$ cat src/rtl/spi_cmd_blink_ctrl.sv
`timescale 1ns/1ps
// SPI command decoder: moves receiver bytes into i_clk, decodes 2-byte write frames into
// control/period registers and drives a prescaled LED blink generator from them.
module spi_cmd_blink_ctrl #(
   parameter int          SYNC_STAGES = 2,
   parameter int          PRESCALE    = 1000,
   parameter logic [15:0] PERIOD_RST  = 16'd500
) (
   input  logic        i_clk,
   input  logic        i_rst_n,
   input  logic        i_spi_cs_n,
   input  logic        i_rx_done,
   input  logic [7:0]  i_rx_data,
   output logic        o_led,
   output logic        o_blink_en,
   output logic [15:0] o_period,
   output logic [7:0]  o_err_cnt,
   output logic        o_busy
);
   // state | meaning
   // IDLE  | waiting for the command byte of a frame
   // DATA  | valid write command latched, waiting for its data byte
   // SKIP  | frame consumed or rejected, ignore bytes until CS rises
   typedef enum logic [1:0] {
      IDLE = 2'd0,
      DATA = 2'd1,
      SKIP = 2'd2
   } state_t;

   localparam int PS_W = $clog2(PRESCALE);

   logic [SYNC_STAGES-1:0] r_done_sync;
   logic [SYNC_STAGES-1:0] r_cs_sync;
   logic                   r_done_q;
   logic                   r_cs_q;
   logic                   w_strb;
   logic                   w_fend;
   logic                   r_strb;
   logic                   r_fend;
   logic [7:0]             r_byte;

   state_t                 r_state;
   state_t                 w_state_nxt;
   logic                   w_addr_ld;
   logic                   w_wr_en;
   logic                   w_err_inc;
   logic [1:0]             r_addr;

   logic [2:0]             r_ctrl;
   logic [15:0]            r_period;
   logic [7:0]             r_err_cnt;

   logic [PS_W-1:0]        r_presc;
   logic [15:0]            r_tick_cnt;
   logic                   r_led;
   logic                   w_tick;
   logic [15:0]            w_per_eff;
   logic                   w_wrap;

   // CS idles high, so its synchroniser resets to 1 to avoid a false frame end after reset
   always_ff @(posedge i_clk or negedge i_rst_n) begin
      if (!i_rst_n) begin
         r_done_sync <= '0;
         r_cs_sync   <= '1;
         r_done_q    <= 1'b0;
         r_cs_q      <= 1'b1;
      end else begin
         r_done_sync <= {r_done_sync[SYNC_STAGES-2:0], i_rx_done};
         r_cs_sync   <= {r_cs_sync[SYNC_STAGES-2:0], i_spi_cs_n};
         r_done_q    <= r_done_sync[SYNC_STAGES-1];
         r_cs_q      <= r_cs_sync[SYNC_STAGES-1];
      end
   end

   assign w_strb = r_done_sync[SYNC_STAGES-1] & ~r_done_q;
   assign w_fend = r_cs_sync[SYNC_STAGES-1] & ~r_cs_q;

   // Frame end is delayed alongside the strobe so both reach the FSM in matching cycles
   always_ff @(posedge i_clk or negedge i_rst_n) begin
      if (!i_rst_n) begin
         r_strb <= 1'b0;
         r_fend <= 1'b0;
         r_byte <= 8'h00;
      end else begin
         r_strb <= w_strb;
         r_fend <= w_fend;
         if (w_strb) begin
            r_byte <= i_rx_data;
         end
      end
   end

   always_ff @(posedge i_clk or negedge i_rst_n) begin
      if (!i_rst_n) begin
         r_state <= IDLE;
      end else begin
         r_state <= w_state_nxt;
      end
   end

   always_comb begin
      w_state_nxt = r_state;
      w_addr_ld   = 1'b0;
      w_wr_en     = 1'b0;
      w_err_inc   = 1'b0;
      case (r_state)
         IDLE: begin
            if (r_strb) begin
               if (r_byte[7] && (r_byte[3:0] <= 4'd2)) begin
                  w_addr_ld   = 1'b1;
                  w_state_nxt = DATA;
               end else begin
                  w_err_inc   = 1'b1;
                  w_state_nxt = SKIP;
               end
            end
         end
         DATA: begin
            if (r_strb) begin
               w_wr_en     = 1'b1;
               w_state_nxt = SKIP;
            end else if (r_fend) begin
               w_err_inc   = 1'b1;
            end
         end
         SKIP: begin
         end
         default: begin
            w_state_nxt = IDLE;
         end
      endcase
      if (r_fend) begin
         w_state_nxt = IDLE;
      end
   end

   always_ff @(posedge i_clk or negedge i_rst_n) begin
      if (!i_rst_n) begin
         r_addr    <= 2'd0;
         r_ctrl    <= 3'd0;
         r_period  <= PERIOD_RST;
         r_err_cnt <= 8'h00;
      end else begin
         if (w_addr_ld) begin
            r_addr <= r_byte[1:0];
         end
         if (w_wr_en) begin
            case (r_addr)
               2'd0:    r_ctrl          <= r_byte[2:0];
               2'd1:    r_period[7:0]   <= r_byte;
               2'd2:    r_period[15:8]  <= r_byte;
               default: r_ctrl          <= r_ctrl;
            endcase
         end
         if (w_err_inc && (r_err_cnt != 8'hFF)) begin
            r_err_cnt <= r_err_cnt + 8'd1;
         end
      end
   end

   assign w_tick    = r_ctrl[0] && (r_presc == PS_W'(PRESCALE - 1));
   assign w_per_eff = (r_period == 16'd0) ? 16'd1 : r_period;
   // >= rather than == so a period lowered below the running count still wraps promptly
   assign w_wrap    = ({1'b0, r_tick_cnt} + 17'd1) >= {1'b0, w_per_eff};

   always_ff @(posedge i_clk or negedge i_rst_n) begin
      if (!i_rst_n) begin
         r_presc    <= '0;
         r_tick_cnt <= 16'd0;
         r_led      <= 1'b0;
      end else if (!r_ctrl[0]) begin
         r_presc    <= '0;
         r_tick_cnt <= 16'd0;
         r_led      <= 1'b0;
      end else begin
         r_presc <= w_tick ? '0 : r_presc + PS_W'(1);
         if (w_tick) begin
            if (w_wrap) begin
               r_tick_cnt <= 16'd0;
               r_led      <= ~r_led;
            end else begin
               r_tick_cnt <= r_tick_cnt + 16'd1;
            end
         end
      end
   end

   assign o_led      = r_ctrl[2] ? r_ctrl[1] : r_led;
   assign o_blink_en = r_ctrl[0];
   assign o_period   = r_period;
   assign o_err_cnt  = r_err_cnt;
   assign o_busy     = (r_state != IDLE);

endmodule
$ cat config.mk
export PLATFORM = sky130hd
export DESIGN_NAME = spi_cmd_blink_ctrl
export DESIGN_NICKNAME = d
export VERILOG_FILES = /design/src/rtl/spi_cmd_blink_ctrl.sv
export SDC_FILE = /design/constraint.sdc
export NUM_CORES = 1
export LEC_CHECK = 0
export ABC_AREA = 1
export ABC_CLOCK_PERIOD_IN_PS = 2200
export CAP_MARGIN = 20
export CORE_MARGIN = 2
export CORE_UTILIZATION = 48
export DETAILED_ROUTE_END_ITERATION = 10
export MAX_ROUTING_LAYER = met4
export PLACE_DENSITY = 0.78
export SLEW_MARGIN = 30
export SYNTH_ARGS = -nofsm -noshare
export SYNTH_HDL_FRONTEND = slang
export SYNTH_SLANG_ARGS = --single-unit
$ cat constraint.sdc
create_clock -name i_clk -period 2.2 [get_ports i_clk]
set_input_delay 0.44 -clock i_clk [delete_from_list [all_inputs] [get_ports i_clk]]
set_output_delay 0.44 -clock i_clk [all_outputs]
set_load 0.02 [all_outputs]
* Word-level counts from Yosys, hierarchy flattened
Index checks and enable logic that the tools add are counted.
** Word-level totals
- Bits in registers :: 74
- Input port bits :: 12
- Output and inout port bits :: 27
- Word-level logic and storage cells :: 75
** Operators by class
- Add/subtract/negate cells :: 4
- Order comparisons :: 2
- Equal/unequal tests :: 11
- Multiplexer cells :: 25
- Bitwise operators :: 5
- Reductions and logical operators :: 12
** Operators with widths (count)
- 16-bit two-way mux :: 4
- 10-bit two-way mux :: 2
- 16-bit by 1-bit adder with 17-bit output, second input constant :: 1
- 17-bit by 16-bit >= comparator with 1-bit output :: 1
- 16-bit by 1-bit adder with 16-bit output, second input constant :: 1
- 16-bit logical NOT :: 1
- 1-bit two-way mux :: 13
- 10-bit by 1-bit adder with 10-bit output, second input constant :: 1
- 10-bit == test, second input constant :: 1
- 8-bit by 1-bit adder with 8-bit output, second input constant :: 1
- 2-bit two-way mux :: 4
- 8-bit inequality test, second input constant :: 1
- 2-bit AND reduction :: 4
- 3-bit inequality test, second input constant :: 2
- 2-bit case mux with 3 select lines :: 1
- 2-bit by 1-bit == test with 1-bit output, second input constant :: 2
- 2-bit == test, second input constant :: 2
- 4-bit by 2-bit less-or-equal comparator with 1-bit output, second input constant :: 1
- 2-bit logical NOT :: 2
- 2-bit by 1-bit inequality test with 1-bit output, second input constant :: 2
- 1-bit logical AND :: 3
- 1-bit NOT :: 3
- 3-bit AND reduction :: 1
- 1-bit AND :: 2
- 3 further kinds :: 3

* Longest topological paths before layout
Gate-level depths: netlist (run 1).
- Depth after elaboration :: 6
- Depth in mapped cells :: 19
- Gate-level depth less buffers :: 19

* Worst setup path after synthesis (run 1)
No wires, ideal clock.
- Path type :: reg-to-reg
- Start point :: reg r_tick_cnt[0]
- End point :: reg r_tick_cnt[5]
- Library setup time :: 80 ps
- Arrival :: 2266 ps
- Data required time :: 2120 ps
- Path slack :: -146 ps
- Cell stages (with the launch flop) :: 17
- Buffers on the path :: 1
- Period minus slack after synthesis :: 2346 ps
- Cells stage by stage :: dfrtp_1 > ha_1 > nand2_1 > nor2_2 > nand3_2 > nor3_2 > xnor2_1 > inv_1 > ha_1 > a21oi_1 > nor3_1 > nor3_1 > nand2_1 > nand2_1 > nand2_8 > buf_12 > o22ai_2
** Between the ends
- Word-level cells in the longest chain between the ends :: 5
- Elaborated cells between the ends (all ways) :: 6
- Those cells by class :: add/sub: 2; order compare: 1; mux: 3
** RTL lines
- from (decl) :: line 54 : logic [15:0] r_tick_cnt;
- from (signal assigned) :: line 182 : r_tick_cnt <= r_tick_cnt + 16'd1;
- 16-bit by 1-bit adder with 17-bit output :: line 164 : assign w_wrap = ({1'b0, r_tick_cnt} + 17'd1) >= {1'b0, w_per_eff};
- 17-bit by 16-bit >= comparator with 1-bit output :: line 164
- 16-bit two-way mux (*) :: line 178 : if (w_wrap) begin
- 16-bit two-way mux (*) :: line 177 : if (w_tick) begin
- 16-bit two-way mux (*) :: line 171 : end else if (!r_ctrl[0]) begin
Mark *: on every way between the ends. The rest lies on a longest branch, timed or not. The select of a mux whose other input is x is not followed.
A chain may end at the register's enable or synchronous reset.

* Worst setup path after layout (run 1)
- Start point :: reg r_tick_cnt[0]
- End point :: reg r_led
** Between the ends
- Word-level cells in the longest chain between the ends :: 4
** RTL lines
- 16-bit by 1-bit adder with 17-bit output :: line 164
- 17-bit by 16-bit >= comparator with 1-bit output :: line 164
- 2-bit by 1-bit inequality test with 1-bit output (no source line)
- 2-bit AND reduction (no source line)
- to (signal assigned) :: line 180 : r_led <= ~r_led;
- to (decl) :: line 55 : logic r_led;
Every way passes these cells.

==> key figures, run 1 <==
Synthesis
  – Yosys warns: 0
  – Post-synthesis cell type count: 35
  – Top post-synthesis cells by count: nand2_1, dfrtp_1, inv_1
  – Synthesized area per cell: just under 9 um^2
  – Post-synth top area share: about 42%
  – Post-synth top flop: dfrtp_1
  – Netlist Area Pre-Place: between 3000 and 4000 um^2
  – Yosys reg bits: 74
  – Synth area leaders: dfrtp_1, nand2_1, inv_1
  – Post-synth top area cell: dfrtp_1
  – Synthesized Nets: 471
  – Cells after Synth: 440
  – Post-synth EDFFs: 0
  – Sequential-to-total area share from yosys stat: roughly half
  – Async SR Flop Fraction: 100%
  – Top-count cell post-synth: nand2_1

Power and ir drop
  – Leakage: ~2.3 nW
  – Pwr/cell area: 720 nW/um^2
  – Worst VDD drop: approximately 0.00067 V

Timing
  – Final Max Tran Viols: 0
  – Setup-failing EPs final: 17
  – RSZ-0062 raised after global routing: yes
  – Fmax: ~400 MHz
  – Slew Limit Headroom: about 51%
  – Hold slack: roughly 0.095 ns
  – TNS Setup: -4.43 ns
  – Worst slew pin tran: ~0.73 ns
  – Clock Skew: ~0.0079 ns
  – Final min period: between 2 and 2.5 ns
  – Setup ws final: -0.296 ns
  – Endpoints failing hold: 0
  – Crit share post-route: 113%

Clock network
  – Total CTS buffers: 9
  – Clock root cell: clkbuf_8
  – Cts hold-fix bufs: 0
  – Clk buf depth: 2
  – CTS tree: yes
  – Sink Count: 74
  – H-tree depth: 3
  – Clk_lat worst skew: ~0.36 ns
  – Reg clk slew, reported paths: 0.09 ns

Drt
  – Total vias in the final route: between 3000 and 4000
  – WL per Instance: 15.0 um
  – Vias per std cell: roughly 5.2
  – Routed Antenna Nets: 0
  – Pre-antenna DRT Iters: 5
  – WL final: just over 9000 um
  – Initial DRC count: between 150 and 200
  – Drt drc: 0

Layout
  – Layout area overhead: 31.1%
  – Fin cells: around 620
  – Layout net count: 548
  – N_diodes: 0
  – Layout cells sized above 1: between 20% and 30%
  – Final Core Density: around two thirds

Critical path
  – FF-to-FF path depth: 16
  – Flop-to-flop setup slack: -0.30 ns
  – Reg-to-Reg Start: r_tick_cnt[0]
  – Setup Crit Path Kind: flip-flop to flip-flop
  – Max FO, Critical Path: 5
  – Critical Path Start Type: flip-flop
  – Launch point of the worst path: r_tick_cnt[0]
  – Required time worst endpoint: around 2.5 ns
  – Worst R2R End: r_led
  – CP endpoint kind: flip-flop
  – CP endpoint: r_led
  – WP data arrival: between 2 and 3 ns

Die
  – IO Count: 39
  – Core ar.: ~7800 um^2
  – Die height: between 90 and 100 um
  – Initial Util: just under 50%
  – Rows: 32
  – Die ar.: 8780 um^2
  – Die Wd: approximately 94 um

Hold path
  – Worst hold path class: input pin to asynchronous set/reset pin

GRT
  – GRT overflow: 0
  – Initial antenna violation count: 0
  – GRT Util Overall: roughly 22%
  – Largest net degree at the start of global routing: between 70 and 80
  – First-pass GRT wire length: 14600 um
  – Vias in the first global route: roughly 3200

Place
  – Place WS: -0.232 ns
  – Final RePlAce weighted congestion: 0.839
  – DP Wirelength: about 6000 um
  – Placed cell count: approximately 600
  – PortBufs: 38

Flow run
  – Max_cap viols: 0

Run status
  – Status: finished, violations left
  – Failing checks: negative setup slack
[worst max-delay path, stage by stage (launching register included)]
cell and delay (ns):
dfrtp_1 0.42, buf_6 0.13, inv_4 0.04, nor3_4 0.17
buf_6 0.16, nand2_8 0.07, o21ai_1 0.14, nand2_1 0.09
ha_1 0.33, nand2_1 0.09, nand2_1 0.08, a31oi_1 0.20
nand2_1 0.14, clkinv_4 0.14, nand2_8 0.07, nand3_1 0.07
nand2_1 0.05
[state kept, by name, summed over array words and instances, names as in the netlist]
| name | cells |
|---|---|
| r_ctrl | 3 |
| r_cs_q | 1 |
| r_addr | 2 |
| o_err_cnt | 8 |
| r_presc | 10 |
| r_strb | 1 |
| r_tick_cnt | 16 |
| r_fend | 1 |
| r_done_q | 1 |
| r_state | 2 |
| r_byte | 8 |
| o_period | 16 |
| r_done_sync | 2 |
| r_cs_sync | 2 |
| r_led | 1 |
[cells by family (layout without fill, tap and decap cells)]
family                     after synthesis  after routing  synth area share (%)
adders and majority gates               19             19                  6.16
AOI/OAI and AO/OA                       64             64                  10.7
muxes                                    2              2                 0.583
and+or+nand+nor                        187            190                  21.5
DFF                                     74             74                  48.3
xor gates and xnor gates                20             20                  4.54
buffers and inverters                   74            153                  8.30
[layout by cell type, fill, tap and decap left out, drive strengths merged, types with 3 or more instances in the layout]
master         count
nand2            120
inv               69
clkinv             3
clkbuf             9
o21ai             37
buf               33
clkdlybuf4s50     37
xnor2              6
nor2              36
ha                19
dfrtp             65
nor3              12
dfstp              9
xor2              14
nand3             13
o22ai             13
a21oi             10
nand4              7
[cell type report]
type	count	area (um^2)
clock inverters	7	109
fillers	585	2710
flip-flops and latches	74	1860
repair buffers	70	648
clock buffers	9	124
multi-input cells	295	1930
well taps	102	128
inverters	67	260
[report_power, final]
group	internal, W	switching [W]
Combinational	0.000314	0.000465
Clock	0.000664	0.000578
Sequential	0.00149	0.000139
[stage by stage]
| stage | area, um^2 | total power, W |
|---|---|---|
| after floorplan | 3870 | 0.00202 |
| after global placement | 4520 | 0.00230 |
| after detailed placement | 4520 | 0.00232 |
| after CTS | 4830 | 0.00361 |
| after global routing | 5060 | 0.00380 |
| final | 5060 | 0.00365 |
[how the worst min path moves through the flow]
| stage | start | to | slack, ns | cells past startpoint |
|---|---|---|---|---|
| 2_1_floorplan | i_rst_n | o_err_cnt[0] | 0.14 | 0 |
| 3_3_place_gp | r_done_sync[0] | r_done_sync[1] | 0.34 | 0 |
| 3_5_place_dp | r_done_sync[0] | r_done_sync[1] | 0.34 | 0 |
| 4_1_cts | i_rst_n | r_presc[2] | 0.11 | 2 |
| 5_1_grt | i_rst_n | r_presc[3] | 0.12 | 2 |
| 6_report | i_rst_n | r_presc[0] | 0.1 | 2 |
[per-layer routing]
layer  global-route usage (%)  share of wire [%]  up-vias
met2                     35.2                 51      113
li1                         -                  -     1572
met4                     9.90                3.1        0
met1                     27.7                 41     1560
met3                     3.69                4.9       27
met5                        -                  0        -
[what timing repair did]
action	CTS	global route
resized for setup	10	36
buffers inserted	3	5
gates cloned	1	2
endpoints found under the setup margin	17	17
pin swaps	6	18
endpoints found under the hold margin	0	0
No activity file was read; power rests on OpenSTA's default activity.
==> run 2, diff against run 1 <==
--- a/config.mk
+++ b/config.mk
@@ -7,9 +7,10 @@
 export LEC_CHECK = 0
 export ABC_AREA = 1
 export ABC_CLOCK_PERIOD_IN_PS = 2200
-export CAP_MARGIN = 20
+export CORE_ASPECT_RATIO = 0.5
 export CORE_MARGIN = 2
 export CORE_UTILIZATION = 48
+export CTS_CLUSTER_SIZE = 20
 export DETAILED_ROUTE_END_ITERATION = 10
 export MAX_ROUTING_LAYER = met4
 export PLACE_DENSITY = 0.78
==> key figures, run 2 (synthesis gave the netlist of run 1 again) <==
Run status
  – Status: finished, violations left
  – Failing checks: negative setup slack

Layout
  – Commonest non-fill, non-tap cells in the layout: nand2_1, dfrtp_1, inv_1
  – Layout cells sized above 1: 20.8% (-1.3 points)
  – N_diodes: 0 (unchanged)
  – Final Core Density: 64.1% (-1.0 points)
  – Fill cell count: 578 (-1.2%)
  – Commonest non-fill, non-tap cell in the layout: nand2_1
  – Layout net count: 546 (-0.36%)
  – Layout area overhead: 31.4%

Critical path
  – Critical Path Start Type: flip-flop
  – Max FO, Critical Path: 5 (unchanged)
  – Worst R2R End: r_led
  – Required time worst endpoint: 2.42 ns (-0.04 ns)
  – FF-to-FF path depth: 16 (unchanged)
  – CP Cell Sequence: buf_6 > inv_4 > nor3_4 > nand2_2 > xor2_2 > ha_1 > nand2_1 > o21a_1 > nand2_1 > nand2_1 > nand2_2 > nand2_8 > nand2_8 > nand2_2 > nand2_1 > nand2_1
  – WP data arrival: 2.69 ns (-0.07 ns)
  – Max incr delay on CP: 0.37 ns (-0.05 ns)
  – Top cell by count, worst path: nand2_1
  – Flop-to-flop setup slack: -0.27 ns (+0.03 ns)
  – Reg-to-Reg Start: r_tick_cnt[0]
  – Crit-path slowest cell: dfrtp_1
  – CP endpoint kind: flip-flop
  – Setup Crit Path Kind: flip-flop to flip-flop

Drt
  – Total vias in the final route: 3260 (-0.37%)
  – WL per Instance: 14.5 um (-3.4%)
  – Initial DRC count: 163 (-9.9%)
  – Routed Antenna Nets: 0 (unchanged)
  – Pre-antenna DRT Iters: 4 (-1)
  – Drt drc: 0 (unchanged)
  – Vias per std cell: 5.16 (-1.6%)
  – WL final: 9150 um (-2.2%)

Power and ir drop
  – Share of total power in sequential cells: 41.0% (-3.6 points)
  – Worst VDD drop: 0.000642 V (-3.5%)
  – Leakage: 2.28 nW (+0.40%)
  – Sw Ratio: 29.2% (-3.2 points)
  – Comb power frac: 19.2% (-2.2 points)
  – Net Switching: 0.00115 W (-2.5%)
  – Clk network pwr share: 39.7% (+5.6 points)
  – Internal power: 0.00280 W (+13%)
  – Total power: 0.00395 W (+8.3%)
  – Pwr/cell area: 778 nW/um^2 (+8.0%)

Clock network
  – Reg clk slew, reported paths: 0.06 ns (-0.03 ns)
  – Clock root cell: clkbuf_16
  – Total CTS buffers: 9 (unchanged)
  – H-tree depth: 3 (unchanged)
  – Clk buf depth: 2 (unchanged)
  – Clk_lat worst skew: 0.33 ns (-0.03 ns)
  – CTS tree: yes
  – Sink Count: 74 (unchanged)

GRT
  – Vias in the first global route: 3256 (+2.6%)
  – Initial antenna violation count: 0 (unchanged)
  – First-pass GRT wire length: 14700 um (+0.85%)
  – GRT overflow: 0 (unchanged)
  – GRT Util Overall: 22.8% (+0.77 points)
  – Largest net degree at the start of global routing: 34 (-55%)

Timing
  – Final min period: 2.47 ns (-0.0271 ns)
  – Setup ws final: -0.269 ns (+0.0271 ns)
  – Fmax: 405 MHz (+1.1%)
  – Endpoints failing hold: 0 (unchanged)
  – RSZ-0062 raised after global routing: yes
  – Clock Skew: 0.00369 ns (-0.00417 ns)
  – Slew Limit Headroom: 65.2% (+14 points)
  – Setup-failing EPs final: 17 (unchanged)
  – Worst slew pin tran: 0.522 ns (-0.206 ns)
  – Crit share post-route: 112% (-1.2 points)
  – Final Max Tran Viols: 0 (unchanged)

Hold path
  – Worst hold path class: input pin to asynchronous set/reset pin

Place
  – Final RePlAce weighted congestion: 0.856 (+2.0%)
  – DP Wirelength: 6060 um (+1.7%)
  – PortBufs: 38 (unchanged)

Die
  – Initial Util: 48.8% (-0.92 points)
  – Die height: 67.4 um (-28%)
  – IO Count: 39 (unchanged)
  – Die Wd: 131 um (+40%)
  – Rows: 23 (-28%)
  – Die ar.: 8820 um^2 (+0.49%)
  – Core ar.: 7910 um^2 (+1.9%)

Flow run
  – Max_cap viols: 0 (unchanged)
[run 2: critical path: cells and delay by family (launching register included)]
kind                     cells  cell delay, ns
adder cells (fa/ha/maj)      1            0.29
AND/OR/NAND/NOR             11            1.15
XOR/XNOR                     1            0.20
flip-flops                   1            0.37
buffers and inverters        2            0.16
AO/OA/AOI/OAI                1            0.19
[run 2: power groups by stage]
| stage | Clock (W) | Combinational [W] | Sequential [W] |
|---|---|---|---|
| after detailed placement | 0 | 0.000668 | 0.00164 |
| after floorplan | 0 | 0.000337 | 0.00169 |
| after global routing | 0.00164 | 0.000829 | 0.00164 |
| after CTS | 0.00158 | 0.000728 | 0.00162 |
| after global placement | 0 | 0.000656 | 0.00164 |
| final | 0.00157 | 0.000759 | 0.00162 |
[run 2: per-layer routing]
layer / routed length, um / up-vias / global-route usage (%) / share of wire [%]
li1: - / 1559 / - / -
met1: 3900 / 1567 / 26.4 / 43
met2: 4520 / 102 / 38.2 / 49
met3: 432 / 32 / 6.34 / 4.7
met4: 289 / 0 / 9.57 / 3.2
met5: 0 / - / - / 0
[run 2: cell type report]
type | count | area, um^2 | share of cell area, %
flip-flops and latches | 74 | 1860 | 36.7
inverters | 67 | 260 | 5.13
clock buffers | 10 | 229 | 4.51
clock inverters | 6 | 90.1 | 1.78
multi-input cells | 294 | 1860 | 36.6
well taps | 112 | 140 | 2.76
repair buffers | 69 | 637 | 12.5
[run 2: how the worst max path moves through the flow]
stage,endpoint,depth (start not counted),start
floorplan,r_tick_cnt[5],16,r_tick_cnt[0]
global placement,r_led,16,r_tick_cnt[0]
detailed placement,r_tick_cnt[10],15,r_tick_cnt[0]
CTS,r_led,17,r_tick_cnt[0]
global route,r_led,17,r_tick_cnt[0]
finish,r_led,16,r_tick_cnt[0]
[run 2: what timing repair did]
item | 4_1_cts | 5_1_grt
gates cloned | 2 | 0
endpoints found under the setup margin | 17 | 17
hold buffers | 0 | 0
resized for setup | 7 | 26
setup buffers | 3 | 1
pin swaps | 9 | 13
[run 2: stage by stage]
stage | setup WS, ns | hold slack, ns | instances | setup TNS, ns | area [um^2]
finish | -0.269 | 0.0785 | 632 | -3.65 | 5070
global route | -0.369 | 0.106 | 632 | -5.44 | 5070
CTS | -0.218 | 0.0871 | 631 | -3.08 | 4950
detailed placement | -0.249 | 0.341 | 610 | -3.17 | 4550
global placement | -0.118 | 0.334 | 610 | -1.03 | 4550
floorplan | -0.0774 | 0.144 | 440 | -0.797 | 3870
==> run 3, diff against run 2 <==
--- a/config.mk
+++ b/config.mk
@@ -6,14 +6,15 @@
 export NUM_CORES = 1
 export LEC_CHECK = 0
 export ABC_AREA = 1
-export ABC_CLOCK_PERIOD_IN_PS = 2200
+export ABC_CLOCK_PERIOD_IN_PS = 3200
 export CORE_ASPECT_RATIO = 0.5
-export CORE_MARGIN = 2
+export CORE_MARGIN = 1
 export CORE_UTILIZATION = 48
+export CTS_CLUSTER_DIAMETER = 120
 export CTS_CLUSTER_SIZE = 20
 export DETAILED_ROUTE_END_ITERATION = 10
 export MAX_ROUTING_LAYER = met4
-export PLACE_DENSITY = 0.78
+export PLACE_DENSITY = 0.75
 export SLEW_MARGIN = 30
 export SYNTH_ARGS = -nofsm -noshare
 export SYNTH_HDL_FRONTEND = slang
==> constraint.sdc (replaced) <==
create_clock -name i_clk -period 3.2 [get_ports i_clk]
set_input_delay 0.64 -clock i_clk [delete_from_list [all_inputs] [get_ports i_clk]]
set_output_delay 0.64 -clock i_clk [all_outputs]
set_load 0.02 [all_outputs]
==> key figures, run 3 (synthesis gave the netlist of run 1 again) <==
Clock network
  – Sink Count: 74 (unchanged)
  – Total CTS buffers: 9 (unchanged)
  – Clk buf depth: 2 (unchanged)
  – H-tree depth: 3 (unchanged)
  – Clock root cell: clkbuf_16
  – Post-CTS sizing: 0 (-7)
  – Reg clk slew, reported paths: 0.06 ns (about the same)
  – CTS tree: yes
  – Postcts setup bufs: 0 (-3)
  – Cts hold-fix bufs: 0 (unchanged)
  – Clk_lat worst skew: 0.34 ns (about the same)

Flow run
  – Max_cap viols: 0 (unchanged)

Power and ir drop
  – Total power: 0.00280 W (-29%)
  – Sw Ratio: 26.7% (-2.5 points)
  – Comb power frac: 15.7% (-3.5 points)
  – Clk network pwr share: 44.6% (+4.9 points)
  – Leakage: 2.11 nW (-7.6%)
  – Pwr/cell area: 596 nW/um^2 (-23%)
  – Worst VDD drop: 0.000476 V (-26%)
  – Internal power: 0.00205 W (-27%)
  – Net Switching: 0.000748 W (-35%)
  – Share of total power in sequential cells: 39.7% (-1.3 points)

Place
  – PortBufs: 38 (unchanged)
  – Final RePlAce weighted congestion: 0.862 (+0.72%)
  – Place WS: 0.558 ns (+0.807 ns)
  – DP Wirelength: 5640 um (-6.9%)

Critical path
  – Critical Path Start Type: flip-flop
  – Max incr delay on CP: 0.39 ns (+0.02 ns)
  – Flop-to-flop setup slack: 0.52 ns (+0.79 ns)
  – CP endpoint: r_tick_cnt[10]
  – Max FO, Critical Path: 18 (+13)
  – Top cell by count, worst path: nand2_1
  – Reg-to-Reg Start: r_tick_cnt[0]
  – CP endpoint kind: flip-flop
  – Buf/Inv on CP: 1 (-1)
  – Setup Crit Path Kind: flip-flop to flip-flop
  – Required time worst endpoint: 3.45 ns (+1.03 ns)
  – CP Cell Sequence: ha_1 > nand2_1 > nor2_2 > nand3_2 > nor3_2 > xnor2_1 > inv_1 > ha_1 > a21oi_1 > nor3_1 > nor3_1 > nand2_1 > nand2_1 > nand2_8 > o21ai_0
  – FF-to-FF path depth: 15 (-1)
  – Largest delay share family, worst path: simple AND/OR/NAND/NOR gates
  – Critical path depth: 15 (-1)
  – Worst R2R End: r_tick_cnt[10]
  – WP data arrival: 2.92 ns (+0.23 ns)
  – Launch point of the worst path: r_tick_cnt[0]
  – Crit-path slowest cell: dfrtp_1

Timing
  – Worst slew pin tran: 0.791 ns (+0.269 ns)
  – Clock Skew: 0.00583 ns (+0.00215 ns)
  – Final min period: 2.68 ns (+0.207 ns)
  – Setup ws final: 0.524 ns (+0.793 ns)
  – Endpoints failing hold: 0 (unchanged)
  – Hold slack: 0.0853 ns (+0.00676 ns)
  – RSZ-0062 raised after global routing: no
  – TNS Setup: 0 ns (+3.65 ns)
  – Crit share post-route: 83.6% (-29 points)
  – Final Max Tran Viols: 0 (unchanged)
  – Setup-failing EPs final: 0 (-17)
  – Fmax: 374 MHz (-7.7%)
  – Slew Limit Headroom: 47.1% (-18 points)

Die
  – Die Wd: 129 um (-1.5%)
  – Die ar.: 8430 um^2 (-4.4%)
  – Rows: 22 (-4.3%)
  – Core ar.: 7540 um^2 (-4.7%)
  – Die height: 65.4 um (-3.0%)
  – IO Count: 39 (unchanged)
  – Initial Util: 51.2% (+2.4 points)

Drt
  – Routed Antenna Nets: 0 (unchanged)
  – Total vias in the final route: 2981 (-8.6%)
  – WL final: 7920 um (-13%)
  – Initial DRC count: 154 (-5.5%)
  – Met2 wire len: 3930 um (-13%)
  – Drt drc: 0 (unchanged)
  – Routed wl met3: 299 um (-31%)
  – Pre-antenna DRT Iters: 5 (+1)
  – Vias per std cell: 4.99 (-3.2%)
  – WL per Instance: 13.3 um (-8.4%)
  – Max Used Layer: met4
  – Metal-1 WL: 3600 um (-7.6%)

Layout
  – Final Core Density: 62.4% (-1.8 points)
  – Multi-input gate area: 1680 um^2 (-9.6%)
  – FF+latch area: 1860 um^2 (unchanged)
  – Layout net count: 515 (-5.7%)
  – Fill cell count: 613 (+6.1%)
  – Layout cells sized above 1: 11.5% (-9.3 points)
  – Layout area overhead: 21.8%
  – N_diodes: 0 (unchanged)
  – Commonest non-fill, non-tap cell in the layout: nand2_1
  – Commonest non-fill, non-tap cells in the layout: nand2_1, dfrtp_1, inv_1

GRT
  – GRT Util Overall: 22.0% (-0.81 points)
  – Vias in the first global route: 2955 (-9.2%)
  – Largest net degree at the start of global routing: 74 (+120%)
  – GRT overflow: 0 (unchanged)
  – First-pass GRT wire length: 13500 um (-8.5%)
  – Initial antenna violation count: 0 (unchanged)

Hold path
  – Worst hold path class: input pin to asynchronous set/reset pin

Run status
  – Status: finished, final reports clean
## run 3: cell count changes in the layout (fill, tap and decap cells not counted), moves of 4 or more
cell / delta
o21ai_0: +5
nand2_2: -4
xor2_1: +4
o21ai_1: -4
ha_1: +4
nand2_1: +5
buf_4: -27
xor2_2: -4
## run 3: worst min path at each step
stage / to / slack [ns] / depth (start not counted)
6_report: r_done_sync[0] / 0.09 / 1
5_1_grt: r_done_sync[0] / 0.07 / 1
4_1_cts: r_done_sync[0] / 0.07 / 1
3_5_place_dp: r_done_sync[1] / 0.33 / 0
3_3_place_gp: r_done_sync[1] / 0.33 / 0
2_1_floorplan: r_done_sync[1] / 0.33 / 0
## run 3: power groups by stage
stage	Clock [W]	Combinational, W	Sequential [W]
floorplan	0	0.000229	0.00116
global placement	0	0.000433	0.00113
detailed placement	0	0.000441	0.00113
CTS	0.00127	0.000445	0.00111
global route	0.00131	0.000488	0.00113
finish	0.00125	0.000439	0.00111
## run 3: cell type report
type,instances,share of cell area [%]
sequential,74,39.6
multi-input combinational,292,35.7
tap,108,2.87
clock inverter,7,3.11
clock buffer,9,4.79
inverter,67,5.37
timing repair buffer,40,8.57
## run 3: worst reg2reg max path, delay by kind of cell (launching register included)
family	cells	cell delay, ns
AND/OR/NAND/NOR	9	1.08
flip-flops	1	0.39
buffers and inverters	1	0.09
XOR/XNOR	1	0.17
adder cells (fa/ha/maj)	2	0.51
AO/OA/AOI/OAI	2	0.35
## run 3: stage by stage
step | area [um^2] | std cells
finish | 4700 | 597
global route | 4700 | 597
CTS | 4700 | 597
detailed placement | 4330 | 581
global placement | 4330 | 581
floorplan | 3860 | 440
## run 3: routing by layer
layer	vias to the layer above	track usage [%]
met4	0	6.32
met1	1415	25.9
met3	11	6.27
met5	-	-
met2	49	37.2
li1	1506	-
